$ cat config.mk
export PLATFORM = sky130hd
export DESIGN_NAME = uart_txq_flat
export DESIGN_NICKNAME = d
export VERILOG_FILES = /design/src/rtl/uart_defs.sv /design/src/rtl/uart_txq_if.sv /design/src/rtl/uart_fifo_ram.sv /design/src/rtl/uart_txq.sv /design/src/flat_wrapper.sv
export SDC_FILE = /design/constraint.sdc
export NUM_CORES = 1
export LEC_CHECK = 0
export CAP_MARGIN = 15
export CELL_PAD_IN_SITES_DETAIL_PLACEMENT = 1
export CELL_PAD_IN_SITES_GLOBAL_PLACEMENT = 1
export CORE_MARGIN = 2
export CORE_UTILIZATION = 52
export CTS_CLUSTER_DIAMETER = 30
export DETAILED_ROUTE_END_ITERATION = 16
export HOLD_SLACK_MARGIN = 0.05
export PLACE_DENSITY_LB_ADDON = 0.15
export SETUP_SLACK_MARGIN = 0.4
export SYNTH_ARGS = -nofsm -noshare
export SYNTH_HDL_FRONTEND = slang
export SYNTH_SLANG_ARGS = --single-unit
$ cat constraint.sdc
create_clock -name clk -period 4.6 [get_ports clk]
set_clock_uncertainty 0.1 [all_clocks]
set_input_delay 0.69 -clock clk [delete_from_list [all_inputs] [get_ports clk]]
set_output_delay 0.69 -clock clk [all_outputs]
set_load 0.01 [all_outputs]
$ cat src/rtl/uart_defs.sv
`default_nettype none
// ============================================================================
// Module  : uart_defs
// Brief   : Shared constants and FSM encoding for the UART transmit queue.
// Rev     : 1.0
// ============================================================================
package uart_defs;

    localparam int c_DATA_W = 8;

    localparam logic [1:0] c_ST_IDLE = 2'd0;
    localparam logic [1:0] c_ST_LOAD = 2'd1;
    localparam logic [1:0] c_ST_ARM  = 2'd2;
    localparam logic [1:0] c_ST_WAIT = 2'd3;

    typedef enum logic [1:0] {
        ST_IDLE = c_ST_IDLE,
        ST_LOAD = c_ST_LOAD,
        ST_ARM  = c_ST_ARM,
        ST_WAIT = c_ST_WAIT
    } state_t;

endpackage
`default_nettype wire

$ cat src/rtl/uart_txq_if.sv
`default_nettype none
// ============================================================================
// Module  : uart_txq_if
// Brief   : Host-side write port and uartICE40-side load/busy bundle.
// Rev     : 1.0
// ============================================================================
interface uart_txq_if #(
    parameter int AW = 4
);
    import uart_defs::*;

    logic                wr;
    logic [c_DATA_W-1:0] wdata;
    logic                full;
    logic                empty;
    logic [AW:0]         level;
    logic                ovf;
    logic                ovf_clr;
    logic                load;
    logic [c_DATA_W-1:0] d;
    logic                txbusy;

    modport master (
        output wr, wdata, ovf_clr, txbusy,
        input  full, empty, level, ovf, load, d
    );

    modport slave (
        input  wr, wdata, ovf_clr, txbusy,
        output full, empty, level, ovf, load, d
    );

endinterface
`default_nettype wire

$ cat src/rtl/uart_fifo_ram.sv
`default_nettype none
// ============================================================================
// Module  : uart_fifo_ram
// Brief   : 2^AW x 8 storage, synchronous write, asynchronous (LUT) read.
// Rev     : 1.0
// ============================================================================
module uart_fifo_ram
    import uart_defs::*;
#(
    parameter int AW = 4
) (
    input  wire logic                clk,
    input  wire logic                i_we,
    input  wire logic [AW-1:0]       i_waddr,
    input  wire logic [c_DATA_W-1:0] i_wdata,
    input  wire logic [AW-1:0]       i_raddr,
    output logic      [c_DATA_W-1:0] o_rdata
);

    logic [c_DATA_W-1:0] r_mem [2**AW];

    always_ff @(posedge clk) begin
        if (i_we) begin
            r_mem[i_waddr] <= i_wdata;
        end
    end

    assign o_rdata = r_mem[i_raddr];

endmodule
`default_nettype wire

$ cat src/rtl/uart_txq.sv
`default_nettype none
// ============================================================================
// Module  : uart_txq
// Brief   : Byte FIFO feeding uartICE40 load/d, one pop per idle transmitter.
// Rev     : 1.0
// ============================================================================
module uart_txq
    import uart_defs::*;
#(
    parameter int AW = 4
) (
    input  wire logic   clk,
    input  wire logic   rst,
    uart_txq_if.slave   bus
);

    localparam logic [AW:0] c_DEPTH = {1'b1, {AW{1'b0}}};

    logic [AW:0]         r_wptr;
    logic [AW:0]         r_rptr;
    logic [AW:0]         w_level;
    logic                w_full;
    logic                w_empty;
    logic                w_wr_ok;
    logic                w_pop;
    logic [c_DATA_W-1:0] w_head;
    logic [c_DATA_W-1:0] r_d;
    logic                r_ovf;
    state_t              r_state;
    state_t              w_state_nxt;

    assign w_level = r_wptr - r_rptr;
    assign w_full  = (w_level == c_DEPTH);
    assign w_empty = (w_level == '0);

    // Full is judged before any same-cycle pop, so a write into a full queue
    // is always dropped even when a slot is being freed.
    assign w_wr_ok = bus.wr && !w_full;
    assign w_pop   = (r_state == ST_IDLE) && !w_empty && !bus.txbusy;

    uart_fifo_ram #(
        .AW (AW)
    ) u_ram (
        .clk     (clk),
        .i_we    (w_wr_ok),
        .i_waddr (r_wptr[AW-1:0]),
        .i_wdata (bus.wdata),
        .i_raddr (r_rptr[AW-1:0]),
        .o_rdata (w_head)
    );

    always_ff @(posedge clk or posedge rst) begin
        if (rst) begin
            r_wptr <= '0;
            r_rptr <= '0;
            r_d    <= '0;
            r_ovf  <= 1'b0;
        end else begin
            if (w_wr_ok) begin
                r_wptr <= r_wptr + 1'b1;
            end
            if (w_pop) begin
                r_rptr <= r_rptr + 1'b1;
                r_d    <= w_head;
            end
            if (bus.wr && w_full) begin
                r_ovf <= 1'b1;
            end else if (bus.ovf_clr) begin
                r_ovf <= 1'b0;
            end
        end
    end

    always_ff @(posedge clk or posedge rst) begin
        if (rst) begin
            r_state <= ST_IDLE;
        end else begin
            r_state <= w_state_nxt;
        end
    end

    // ARM masks txbusy for one cycle while the transmitter registers its busy rise.
    always_comb begin
        w_state_nxt = r_state;
        case (r_state)
            ST_IDLE: if (w_pop)        w_state_nxt = ST_LOAD;
            ST_LOAD:                   w_state_nxt = ST_ARM;
            ST_ARM:                    w_state_nxt = ST_WAIT;
            ST_WAIT: if (!bus.txbusy)  w_state_nxt = ST_IDLE;
            default:                   w_state_nxt = ST_IDLE;
        endcase
    end

    assign bus.full  = w_full;
    assign bus.empty = w_empty;
    assign bus.level = w_level;
    assign bus.ovf   = r_ovf;
    assign bus.load  = (r_state == ST_LOAD);
    assign bus.d     = r_d;

endmodule
`default_nettype wire

$ cat src/flat_wrapper.sv
// flat-port wrapper written by rule: the top's interface ports become plain ports
module uart_txq_flat import uart_defs::*;
#(
    parameter int AW = 4
)
  (clk, rst, bus_wr, bus_wdata, bus_ovf_clr, bus_txbusy, bus_full, bus_empty, bus_level, bus_ovf, bus_load, bus_d);
  uart_txq_if #(.AW(AW)) bus_i ();
  input  wire logic clk;
  input  wire logic rst;
  input wire logic [$bits(bus_i.wr)-1:0] bus_wr;
  input wire logic [$bits(bus_i.wdata)-1:0] bus_wdata;
  input wire logic [$bits(bus_i.ovf_clr)-1:0] bus_ovf_clr;
  input wire logic [$bits(bus_i.txbusy)-1:0] bus_txbusy;
  output wire logic [$bits(bus_i.full)-1:0] bus_full;
  output wire logic [$bits(bus_i.empty)-1:0] bus_empty;
  output wire logic [$bits(bus_i.level)-1:0] bus_level;
  output wire logic [$bits(bus_i.ovf)-1:0] bus_ovf;
  output wire logic [$bits(bus_i.load)-1:0] bus_load;
  output wire logic [$bits(bus_i.d)-1:0] bus_d;
  assign bus_i.wr = bus_wr;
  assign bus_i.wdata = bus_wdata;
  assign bus_i.ovf_clr = bus_ovf_clr;
  assign bus_i.txbusy = bus_txbusy;
  assign bus_full = bus_i.full;
  assign bus_empty = bus_i.empty;
  assign bus_level = bus_i.level;
  assign bus_ovf = bus_i.ovf;
  assign bus_load = bus_i.load;
  assign bus_d = bus_i.d;
  uart_txq #(.AW(AW)) u_core (.clk(clk), .rst(rst), .bus(bus_i));
endmodule
==> impl_metrics.json <==
{
  "syn_inst": 329,
  "clock_latency_ns": 0.42,
  "max_freq_mhz": 249,
  "final_antenna_net_count": 0,
  "pwr-share-clk": 0.280,
  "synthTopCellsByArea": "edfxtp_1 63%, mux4_2 12%, dfrtp_1 8.6%",
  "die_w_um": 113,
  "p_leak_nw": 2.49,
  "gp_congestion": 0.822,
  "critPathArrivalTime_ns": 3.22,
  "fill_cells": 989,
  "grtUsageTotal": 0.236,
  "area_growth_pct": 17.8,
  "layout_common_cells": "128 x edfxtp_1, 32 x mux4_2, 29 x clkdlybuf4s50_1",
  "drc": 0,
  "grt_pass1_vias": 3444,
  "die_y_um": 113,
  "end_kind": "primary output",
  "portBuffers": 29,
  "outcome": "completed",
  "synth_area_um2": 6140,
  "intPower_mw": 3.49,
  "fin_nets": 399,
  "busiest_layer": "met2",
  "grt_use_met2": 0.381,
  "hold_buffers": 0,
  "finalCriticalPeriod_ns": 4.01,
  "vdd_ir_drop_max_mv": 0.452,
  "vias": 3157,
  "combinationalPowerShare": 0.361,
  "grt_overflow": 0,
  "slew_viol_final": 0,
  "relSlewSlack": 0.322,
  "drtPass1Iterations": 4,
  "diodes": 0,
  "core_um2": 11500,
  "crit_fanout": 6,
  "die_area_um2": 12700,
  "yosysTopAreaCellShare": 0.626,
  "use_met1": 0.316,
  "ios": 30,
  "synth_cell_types": 39,
  "final_common_cell": "edfxtp_1",
  "clock-root-buffer": "clkbuf_16",
  "yosysWarnings": 0,
  "cts_resized": 0,
  "hold_slack_ns": 0.388,
  "clock_path_buffers": 2,
  "antenna_found_initial": 0,
  "cts_setup_buffers": 0,
  "maxCapViolCount": 0,
  "sw_frac_of_total": 0.322,
  "place_hpwl_um": 8940,
  "hold_path_class": "reg2reg",
  "tightest_slew_ns": 1.01,
  "htreeDepth": 4,
  "power_density_nw_per_um2": 710,
  "rsz0062_at_grt": "false",
  "routed_via_density": 6.00,
  "crit_type": "reg2out",
  "grt_first_pass_wirelength_um": 21300,
  "finalHoldViolations": 0,
  "ys_ff_latch": 149,
  "avgSynthCellArea_um2": 18.7,
  "crit_required_ns": 3.81,
  "tritoncts": "yes",
  "setup_viol": 0,
  "preCtsSetupSlack_ns": 0.823,
  "synth.yosys.seq_area_share": 0.711,
  "clk_pin_slew_ns": 0.06,
  "numCtsBuffers": 17,
  "initial_core_util": 0.536,
  "setup_slack_ns": 0.591,
  "yosys.area.top_type": "edfxtp_1",
  "use_met3": 0.0643,
  "startpoint_type": "flop",
  "grt_start_max_net_pins": 36,
  "fin_crit_sh": 0.872,
  "drive_gt1_frac": 0.222,
  "wire_per_inst_um": 26.2,
  "p_sw_mw": 1.65,
  "syn_nets": 357,
  "tns_ns": 0,
  "pwr-share-seq": 0.358,
  "drt-total-wl_um": 13800,
  "placementRows": 39,
  "clock_sinks": 149,
  "drt_iter0_drc": 284
}
==> power by group through the flow <==
stage	clock network [mW]	logic [mW]	registers (mW)
detailed placement	0	1.86	1.87
global route	1.51	2.01	1.87
finish	1.44	1.86	1.84
global placement	0	1.81	1.85
floorplan	0	1.22	1.82
CTS	1.46	1.88	1.84
==> cells by family (layout without fill, tap and decap cells) <==
group,after synthesis,after routing,share of synthesized area
compound gates,25,25,0.0275
xor+xnor,11,11,0.0157
fa+ha+maj,15,15,0.0318
buf+inv,25,79,0.0185
flops,149,149,0.711
mux,44,44,0.145
simple gates,60,60,0.0507
==> stage by stage <==
stage	instances	util	total power, mW	cell area (um2)
CTS	526	0.631	5.18	7240
detailed placement	495	0.578	3.73	6630
global route	526	0.631	5.40	7240
finish	526	0.631	5.14	7240
global placement	495	0.578	3.66	6630
floorplan	329	-	3.04	6140
==> synthesized netlist by cell type <==
cell type    n
and3_1       1
nor3_1       5
buf_4        2
nand2_1     13
xnor2_1      5
nor3b_1      1
or4_1        1
nor4b_1      4
buf_6        1
or3_1        2
fa_1         1
mux2_2       1
nor4_1       1
a211o_1      1
o22ai_1     16
nand3b_1     6
mux2_4       9
a21oi_1      3
mux2_1       1
a2bb2oi_2    1
nand2b_1     1
edfxtp_1   128
nor2_1      18
o21ai_1      1
o21ai_0      1
xor2_1       6
mux4_2      32
nand4_1      1
ha_1        14
a211oi_2     1
clkbuf_1     7
nand3_1      4
or3b_1       1
nand4b_1     1
a21o_1       1
dfrtp_1     21
mux2i_1      1
inv_1       11
buf_2        4
==> state kept, by name, indices dropped and copies added, names as in the netlist <==
name / flops
u_core.r_wptr: 5
u_core.r_state: 2
u_core.bus.d: 8
u_core.r_rptr: 5
u_core.bus.ovf: 1
u_core.u_ram.r_mem: 128
==> per-layer routing <==
layer	part of all wire	routed length, um
met2	0.51	6980
met3	0.050	683
met4	0.015	201
met5	0	0
met1	0.43	5910
==> worst max-delay path: stages, from the launching register on <==
cell and delay, ns:
dfrtp_1 0.43, inv_1 0.16, ha_1 0.18, inv_1 0.06, fa_1 0.48, nor3b_1 0.24
nand4b_1 0.19, a211oi_2 0.44, clkdlybuf4s50_1 0.62
==> path summary, 6_finish.rpt <==
path | from | endpoint | slack [ns] | cells past startpoint
min in group asynchronous | rst | u_core.bus.d[4] | 0.69 | 2
max | u_core.r_wptr[0] | bus_full | 0.59 | 8
min | u_core.r_wptr[4] | u_core.r_wptr[4] | 0.39 | 1
max in group asynchronous | rst | u_core.r_rptr[0] | 3.06 | 2
max reg2reg | u_core.r_wptr[2] | u_core.u_ram.r_mem[3][7] | 0.85 | 6
min reg2reg | u_core.r_wptr[4] | u_core.r_wptr[4] | 0.39 | 1
==> final cells by class <==
class	count	area, um2	area share
Clock buffer	18	429	0.0593
Clock inverter	13	181	0.0251
Inverter	11	41.3	0.00571
Tap cell	143	179	0.0247
Sequential cell	149	4370	0.604
Multi-Input combinational cell	155	1690	0.233
Timing Repair Buffer	37	350	0.0484
Power figures use the tool's default switching activity.
==> RTL change, RTL diff (same settings) <==
`c_DATA_W`: 8 -> 6.
--- a/src/rtl/uart_defs.sv
+++ b/src/rtl/uart_defs.sv
@@ -6,7 +6,7 @@
 // ============================================================================
 package uart_defs;
 
-    localparam int c_DATA_W = 8;
+    localparam int c_DATA_W = 6;
 
     localparam logic [1:0] c_ST_IDLE = 2'd0;
     localparam logic [1:0] c_ST_LOAD = 2'd1;
Interface: changed (resized bus_d and bus_wdata); port bits go from 30 to 26. No check against the original RTL was run, so the function may have changed too.
==> RTL change against the unedited design <==
  * Total power decreased by 16%
  * Cell area decreased by 19%
  * Synthesized area decreased by 21%
  * Register-to-register slack improved by 470 ps
  * Via count decreased by 21%
  * Sequential cell count decreased by 34
  * Global-route usage decreased by 1.3 points
  * Critical path depth unchanged
  * Sequential power decreased by 23%
  * Routed wire length decreased by 27%
  * Setup slack got worse by 23 ps
  * Largest power group unchanged
==> RTL change: results (changes against the unedited design) <==
- Lkg Pwr: 0.00214 µW (-14%)
* Run status: completed
* Placed Cells: 401 (-19%)
- Final cell count without fillers: 435 (-17%)
- The DRC violation total after the first TritonRoute iteration came to 136 (-52%).
- The HPWL reported at the end of detailed placement was 6.59 mm (-26%).
* Mean instance size in the synthesized netlist: 18.1 µm² (-3.3%)
- Total length of routed wires: 10.1 mm (-27%)
* Post-Place Worst Slack: 1050 ps (+227 ps)
- The number of enable flip-flop cells after synthesis is 96 (-25%).
- Top cell types by occurrence after synthesis: edfxtp_1 (96), mux4_2 (24), dfrtp_1 (19), ha_1 (14)
* Number of flip-flops under the largest register name: 96 (-25%)
- Register clock-pin slew on the reported worst setup and hold paths: 60 ps (about the same)
* Filler Cells Inserted: 789 (-20%)
* Final layout net count: 337 (-16%)
* Total number of vias: 2499 (-21%)
- Gp weighted congestion: 0.753 (-8.4%)
- The global-route usage over all layers is 22.3% (-1.3 points).
* Achievable frequency: 248 MHz (-0.58%)
* Number of cells traversed by the worst register-to-register path: 11 (+5)
- The via count of the first global-routing pass came to 2702 (-22%).
- The layout cell share with drive strength beyond 1 is 25.0% (+2.8 points).
- The post-synthesis net count came to 295 (-17%).
- Cell variety after synth: 36 (-7.7%)
- Maximum number of pins on one net before global-route repair: 28 (-22%)
- The clock network latency to the later pin of the worst-skew pair came to 520 ps (+100 ps).
- Ys async rst share: 16.5% (+2.4 points)
* Root Buffer: clkbuf_8
* Arrival time worst endpoint: 3240 ps (+20 ps)
* First-pass GRT wire length: 15.7 mm (-26%)
* Critical Path Fanout Max: 5 (-1)
- By area the synthesized netlist is led by edfxtp_1 (59%), mux4_2 (11%), dfrtp_1 (9.8%).
- Seq/Total Area, Yosys: 69.1% (-2.0 points)
RTL change: path summary, 6_finish.rpt:
check / from / to / slack [ps]
worst max-delay path: u_core.r_wptr[0]$_DFFE_PP0P_ / bus_full / 570
max in group asynchronous: rst / u_core.r_state[1]$_DFFE_PP0P_ / 3380
worst min-delay path: u_core.r_wptr[4]$_DFFE_PP0P_ / u_core.r_wptr[4]$_DFFE_PP0P_ / 390
worst min register to register: u_core.r_wptr[4]$_DFFE_PP0P_ / u_core.r_wptr[4]$_DFFE_PP0P_ / 390
worst max register to register: u_core.r_wptr[0]$_DFFE_PP0P_ / u_core.u_ram.r_mem[3][4]$_DFFE_PP_ / 1320
min in group asynchronous: rst / u_core.bus.d[1]$_DFFE_PP0P_ / 520
RTL change: metrics by stage:
| step | instance area [µm²] | utilization (%) | power [µW] |
|---|---|---|---|
| 2_1_floorplan | 4860 | - | 2410 |
| 3_3_place_gp | 5230 | 57.1 | 2920 |
| 3_5_place_dp | 5230 | 57.1 | 2950 |
| 4_1_cts | 5850 | 63.9 | 4360 |
| 5_1_grt | 5860 | 64.1 | 4540 |
| 6_report | 5860 | 64.1 | 4330 |
RTL change: power by group:
group	internal (µW)	switching, µW
logic	740	791
clock network	887	496
registers	1310	101
RTL change: routing by layer:
layer | share of wire (%) | routed length [µm] | GRT usage [%] | vias up
met4 | 1.6 | 162 | 10.6 | 0
li1 | - | - | - | 1146
met2 | 50 | 5010 | 34.1 | 66
met1 | 44 | 4440 | 30.5 | 1273
met3 | 4.5 | 452 | 5.13 | 14
met5 | 0 | 0 | 0 | -
RTL change: cell type report:
class / instances / area [µm²] / share of cell area, %
sequential: 115 / 3360 / 57.3
multi-input combinational: 134 / 1410 / 24.0
clock buffer: 18 / 418 / 7.13
timing repair buffer: 31 / 295 / 5.04
clock inverter: 14 / 203 / 3.46
tap: 111 / 139 / 2.37
inverter: 12 / 45.0 / 0.768
RTL change: cells by family (layout without fill, tap and decap cells):
| family | count (synthesis) | after routing | share of synthesized area [%] |
|---|---|---|---|
| and+or+nand+nor | 53 | 53 | 6.28 |
| xor gates and xnor gates | 11 | 11 | 1.98 |
| AOI/OAI and AO/OA | 21 | 21 | 3.14 |
| DFF | 115 | 115 | 69.1 |
| adders and majority gates | 15 | 15 | 4.02 |
| muxes | 34 | 34 | 13.5 |
| buffers and inverters | 20 | 75 | 1.96 |
RTL change: worst max-delay path: stages, from the launching register on:
cell and delay (ps):
dfrtp_1 410, inv_1 170, ha_1 180, inv_1 50, fa_1 460, nand3b_1 180, a211o_2 320, a211oi_4 340
clkdlybuf4s50_1 610
RTL change: repair_timing:
item / CTS / global route
buffers inserted: 0 / 2
endpoints found under the setup margin: 0 / 1
resized for setup: 0 / 0
